`src/rtl/cpu_bus_bridge.sv`:
```
// cpu_bus_bridge: turns single requests on a valid/ready request channel into one
// access on the simple CPU register bus. It samples read data after a fixed latency and
// returns a response on a valid/ready response channel. Only one request is outstanding
// at a time.
//
// Optional feature, enabled by defining CPU_BUS_BRIDGE_ADDR_CHK_EN:
//   An address above ADDR_MAX is accepted but never reaches the bus. It is answered
//   with resp_err = 1 and resp_rdata = 32'hDEAD_BEEF. Without the macro resp_err is
//   always 0 and ADDR_MAX has no effect.
//
// Ports:
//   clks, reset              block clock; asynchronous active-high reset
//   req_vld/req_rdy          request handshake
//   req_wr                   1 = write, 0 = read
//   req_addr, req_wdata      request address and write data
//   resp_vld/resp_rdy        response handshake
//   resp_rdata, resp_err     read data (0 for writes) and address error flag
//   cpu_addr, cpu_wdata      bus address and write data, held from accept to next accept
//   cpu_wr                   one-cycle write strobe
//   cpu_rd                   read-in-progress qualifier
//   cpu_rdata                wired read data from the register instances
module cpu_bus_bridge #(
  parameter int unsigned           ADDR_WIDTH = 16,
  parameter int unsigned           RD_LAT     = 2,
  parameter logic [ADDR_WIDTH-1:0] ADDR_MAX   = 16'hFFFF
) (
  input  logic                  clks,
  input  logic                  reset,
  input  logic                  req_vld,
  output logic                  req_rdy,
  input  logic                  req_wr,
  input  logic [ADDR_WIDTH-1:0] req_addr,
  input  logic [31:0]           req_wdata,
  output logic                  resp_vld,
  input  logic                  resp_rdy,
  output logic [31:0]           resp_rdata,
  output logic                  resp_err,
  output logic [ADDR_WIDTH-1:0] cpu_addr,
  output logic [31:0]           cpu_wdata,
  output logic                  cpu_wr,
  output logic                  cpu_rd,
  input  logic [31:0]           cpu_rdata
);

  typedef enum logic [1:0] {StIdle, StWr, StRdWait, StResp} state_e;

  localparam logic [3:0] RdLatCnt = 4'(RD_LAT);

  state_e                  state_q, state_d;
  logic                    req_rdy_q, req_rdy_d;
  logic                    resp_vld_q, resp_vld_d;
  logic [31:0]             resp_rdata_q, resp_rdata_d;
  logic                    resp_err_q, resp_err_d;
  logic [ADDR_WIDTH-1:0]   cpu_addr_q, cpu_addr_d;
  logic [31:0]             cpu_wdata_q, cpu_wdata_d;
  logic                    cpu_wr_q, cpu_wr_d;
  logic                    cpu_rd_q, cpu_rd_d;
  logic [3:0]              cnt_q, cnt_d;
  logic                    addr_bad;

`ifdef CPU_BUS_BRIDGE_ADDR_CHK_EN
  assign addr_bad = (req_addr > ADDR_MAX);
`else
  assign addr_bad = 1'b0;
  logic unused_addr_max;
  assign unused_addr_max = ^ADDR_MAX;
`endif

  always_comb begin
    state_d      = state_q;
    resp_vld_d   = resp_vld_q;
    resp_rdata_d = resp_rdata_q;
    resp_err_d   = resp_err_q;
    cpu_addr_d   = cpu_addr_q;
    cpu_wdata_d  = cpu_wdata_q;
    cpu_wr_d     = 1'b0;
    cpu_rd_d     = cpu_rd_q;
    cnt_d        = cnt_q;

    unique case (state_q)
      StIdle: begin
        if (req_vld && req_rdy_q) begin
          cpu_addr_d  = req_addr;
          cpu_wdata_d = req_wdata;
          resp_err_d  = 1'b0;
          if (addr_bad) begin
            // Rejected address: skip the bus and answer on the next cycle.
            state_d      = StResp;
            resp_vld_d   = 1'b1;
            resp_err_d   = 1'b1;
            resp_rdata_d = 32'hDEAD_BEEF;
          end else if (req_wr) begin
            state_d  = StWr;
            cpu_wr_d = 1'b1;
          end else begin
            // Counter holds the number of the current RD_WAIT cycle, starting at 1.
            state_d  = StRdWait;
            cpu_rd_d = 1'b1;
            cnt_d    = 4'd1;
          end
        end
      end
      StWr: begin
        state_d      = StResp;
        resp_vld_d   = 1'b1;
        resp_rdata_d = '0;
      end
      StRdWait: begin
        if (cnt_q == RdLatCnt) begin
          state_d      = StResp;
          resp_vld_d   = 1'b1;
          resp_rdata_d = cpu_rdata;
          cpu_rd_d     = 1'b0;
          cnt_d        = '0;
        end else begin
          cnt_d = cnt_q + 4'd1;
        end
      end
      StResp: begin
        if (resp_rdy) begin
          state_d    = StIdle;
          resp_vld_d = 1'b0;
        end
      end
      default: state_d = StIdle;
    endcase

    req_rdy_d = (state_d == StIdle);
  end

  always_ff @(posedge clks or posedge reset) begin
    if (reset) begin
      state_q      <= StIdle;
      req_rdy_q    <= 1'b1;
      resp_vld_q   <= 1'b0;
      resp_rdata_q <= '0;
      resp_err_q   <= 1'b0;
      cpu_addr_q   <= '0;
      cpu_wdata_q  <= '0;
      cpu_wr_q     <= 1'b0;
      cpu_rd_q     <= 1'b0;
      cnt_q        <= '0;
    end else begin
      state_q      <= state_d;
      req_rdy_q    <= req_rdy_d;
      resp_vld_q   <= resp_vld_d;
      resp_rdata_q <= resp_rdata_d;
      resp_err_q   <= resp_err_d;
      cpu_addr_q   <= cpu_addr_d;
      cpu_wdata_q  <= cpu_wdata_d;
      cpu_wr_q     <= cpu_wr_d;
      cpu_rd_q     <= cpu_rd_d;
      cnt_q        <= cnt_d;
    end
  end

  assign req_rdy    = req_rdy_q;
  assign resp_vld   = resp_vld_q;
  assign resp_rdata = resp_rdata_q;
  assign resp_err   = resp_err_q;
  assign cpu_addr   = cpu_addr_q;
  assign cpu_wdata  = cpu_wdata_q;
  assign cpu_wr     = cpu_wr_q;
  assign cpu_rd     = cpu_rd_q;

endmodule

```
`config.mk`:
```
export PLATFORM = sky130hd
export DESIGN_NAME = cpu_bus_bridge
export DESIGN_NICKNAME = d
export VERILOG_FILES = /design/src/rtl/cpu_bus_bridge.sv
export SDC_FILE = /design/constraint.sdc
export NUM_CORES = 1
export LEC_CHECK = 0
export BUFFER_PORTS_ARGS = -buffer_cell sky130_fd_sc_hd__buf_4
export CAP_MARGIN = 20
export CORE_MARGIN = 2
export CORE_UTILIZATION = 40
export CTS_CLUSTER_DIAMETER = 200
export DETAILED_ROUTE_END_ITERATION = 10
export GPL_ROUTABILITY_DRIVEN = 0
export PLACE_DENSITY = 0.71
export SLEW_MARGIN = 40
export SYNTH_ARGS = -nofsm -noshare
export SYNTH_HDL_FRONTEND = slang
export SYNTH_SLANG_ARGS = --single-unit
```
`constraint.sdc`:
```
create_clock -name clks -period 7.33 [get_ports clks]
set_input_delay 0.3665 -clock clks [delete_from_list [all_inputs] [get_ports clks]]
set_output_delay 0.3665 -clock clks [all_outputs]
set_load 0.05 [all_outputs]
```
==> metrics <==
status=finished, final reports clean; CTS Root Cell=clkbuf_8; PostCTS Resize Cnt=0; Fmax=between 400 and 500 MHz; H-tree level count=3; synth-to-layout area growth=46.06%; DR WL/cell=between 10 and 15 µm; Post-Syn Instances=329; Longest Clk Path Bufs=2; drt first-iter violations=around 110; Synth Area in Adders=0.007299; Crit. Startpoint=state_q[0]$_DFF_PP0_; IO buf count=~170; fraction of the mapped netlist area in simple logic gates=0.1938; period utilization=0.2767; worst skew pair latency=0.34 ns; Pre-Repair DR Iteration Count=4; Synth Register Bits=90; Synth Area in Compound Gates=0.1018; ys flop type=dfrtp_1; Yosys top cell area share=0.6496; max cap viols=0; Max VDD drop=roughly 0.25 mV; clk slew on worst S/H paths=roughly 0.08 ns; largest family of logic cells by synthesized area=simple AND/OR/NAND/NOR gates; Hold Path Depth=3; FP Rows=33; distinct cell type count after synthesis=25; unrepaired setup endpoints after global routing=false; Reg2Reg Setup Slack=~5.3 ns; crit end category=register; top cells by area, synth=dfrtp_1 65%, nand2_1 17%, a22o_1 8.2%; post-route minimum period=roughly 2 ns; global-route wire length before repair=12.79 mm; area leader, netlist=dfrtp_1; Final Max Tran Viols=0; hold_buf cts=0; Starting Density=0.4152; largest net degree at the start of global routing=between 90 and 100; critical path class=register to register; Seq/Total Area, Yosys=0.6573; WP data required=~7.5 ns; worst rel slew slack=0.5409; core footprint=8258 µm²; startpoint types=register; Post-Syn Area=around 3400 µm²; HP Class=input port to register; critical path fanouts, max=50; Post-CTS Repair Setup Buffers=0; syn_area_per_cell=10.42 µm²; Synth Area in XOR/XNOR=0.002555; Hold EP=cpu_wdata[14]$_DFFE_PP0P_; Synth async-reset ratio=1.000; top cells by count, synth=152 x nand2_1, 89 x dfrtp_1, 32 x a22o_1; global route total overflow=0; Num CTS Buffers=9; CTS sink cnt=90; number of antenna violations at the first check in global routing=0; placed wire-length estimate=between 5 and 6 mm; vias=about 2900; layout cells sized above 1=0.3855; post-synthesis mux area share=0.002920; vias in the first global route=roughly 2700; io pins=between 150 and 200; Die ar.=just over 9000 µm²; synthesis warning total=0; Cell Pwr Density=around 520 nW/µm²; DR vias/cell=around 4.7; CTS tree=done; die height=between 90 and 100 µm; nets=580; FF-to-FF End=cnt_q[2]$_DFFE_PP0P_; Final Skew=0.009999 ns; Die W=about 97 µm; Global Route Usage Sum=0.1774; Worst Hold Launch=req_wdata[14]; drt drc=0; Post-synth EDFFs=0; Reg2Reg Depth=4; leakage power=2.771 nW; setup violators final=0; ANT cells=0; crit path DAT=2.24 ns; syn nets=roughly 420; Critical R2R Launch=state_q[0]$_DFF_PP0_; WL final=approximately 8.3 mm; worst hold slack=0.2068 ns; total power=around 2.6 mW; setup TNS=0 ns; top-count cell post-synth=nand2_1; Routed Antenna Nets=0; final hold violation count=0; Least-Margin Pin Slew=roughly 0.69 ns
## kinds of logic (layout without fill, tap and decap cells)
family / count (synthesis) / after routing
muxes: 1 / 1
buffers and inverters: 22 / 191
xor gates and xnor gates: 1 / 1
and+or+nand+nor: 170 / 170
other: 1 / 1
adders and majority gates: 2 / 2
AOI/OAI and AO/OA: 42 / 42
DFF: 90 / 90
## state kept, by name, summed over array words and instances, names as in the netlist
register	cells
cpu_wdata	32
resp_rdata	32
cpu_addr	16
cnt_q	4
state_q	2
cpu_rd	1
cpu_wr	1
req_rdy	1
resp_vld	1
## power by group
part           internal (mW)  switching, mW  leakage [nW]
sequential             0.703          0.131          1.15
combinational          0.435          0.964          1.52
clock                  0.202          0.166         0.103
total                   1.34           1.26          2.77
## area by class of cell
| cell class | count | area, µm² |
|---|---|---|
| clock inverters | 4 | 75.07 |
| multi-input cells | 217 | 1085 |
| repair buffers | 172 | 1305 |
| inverters | 3 | 12.51 |
| clock buffers | 12 | 145.1 |
| fillers | 703 | 3251 |
| well taps | 105 | 131.4 |
| flip-flops and latches | 90 | 2253 |
## cells in the final DEF (no fill, tap or decap)
cell type / instances
a21oi_4: 1
a21oi_1: 3
nor2b_2: 1
clkbuf_1: 2
dfrtp_1: 89
clkbuf_8: 11
nor3_1: 1
clkinv_2: 1
and2_1: 1
nor3b_1: 1
inv_1: 2
clkinvlp_4: 2
a21o_1: 1
a211oi_1: 2
bufinv_16: 2
a22o_1: 32
xnor2_1: 1
and3_1: 2
dfstp_2: 1
nand3_1: 2
ha_1: 2
nand2_1: 152
nor2_1: 7
nand3_4: 1
buf_8: 1
nand3b_1: 1
buf_4: 170
conb_1: 1
mux2i_1: 1
nor3_4: 1
o21ai_0: 3
## routing by layer
metal  global-route usage  vias up  part of all wire
li1                     -     1390                 -
met1               0.2417     1338              0.43
met2               0.2720      112              0.47
met3              0.05741       10             0.090
met4              0.05399        0             0.013
met5                    0        -                 0
## worst max-delay path: stages (launching register included)
cell and delay [ns]:
dfrtp_1 0.51, nor2_1 0.32, nand3_4 0.47, o21ai_0 0.50, nor3_1 0.11
## worst max-delay path by stage
stage,to,slack [ns]
detailed placement,cnt_q[3]$_DFFE_PP0P_,5.31
global route,cnt_q[2]$_DFFE_PP0P_,5.11
CTS,cnt_q[2]$_DFFE_PP0P_,5.27
finish,cnt_q[2]$_DFFE_PP0P_,5.30
floorplan,cnt_q[0]$_DFFE_PP0P_,4.63
global placement,cnt_q[2]$_DFFE_PP0P_,4.98
## metrics by stage
step	util	std cells	setup slack [ns]	cell area [µm²]
2_1_floorplan	-	329	4.630	3428
3_5_place_dp	0.5776	586	5.314	4770
3_3_place_gp	0.5755	586	4.976	4752
4_1_cts	0.6042	602	5.271	4990
6_report	0.6064	603	5.302	5007
5_1_grt	0.6064	603	5.110	5007
Power figures use the tool's default switching activity.
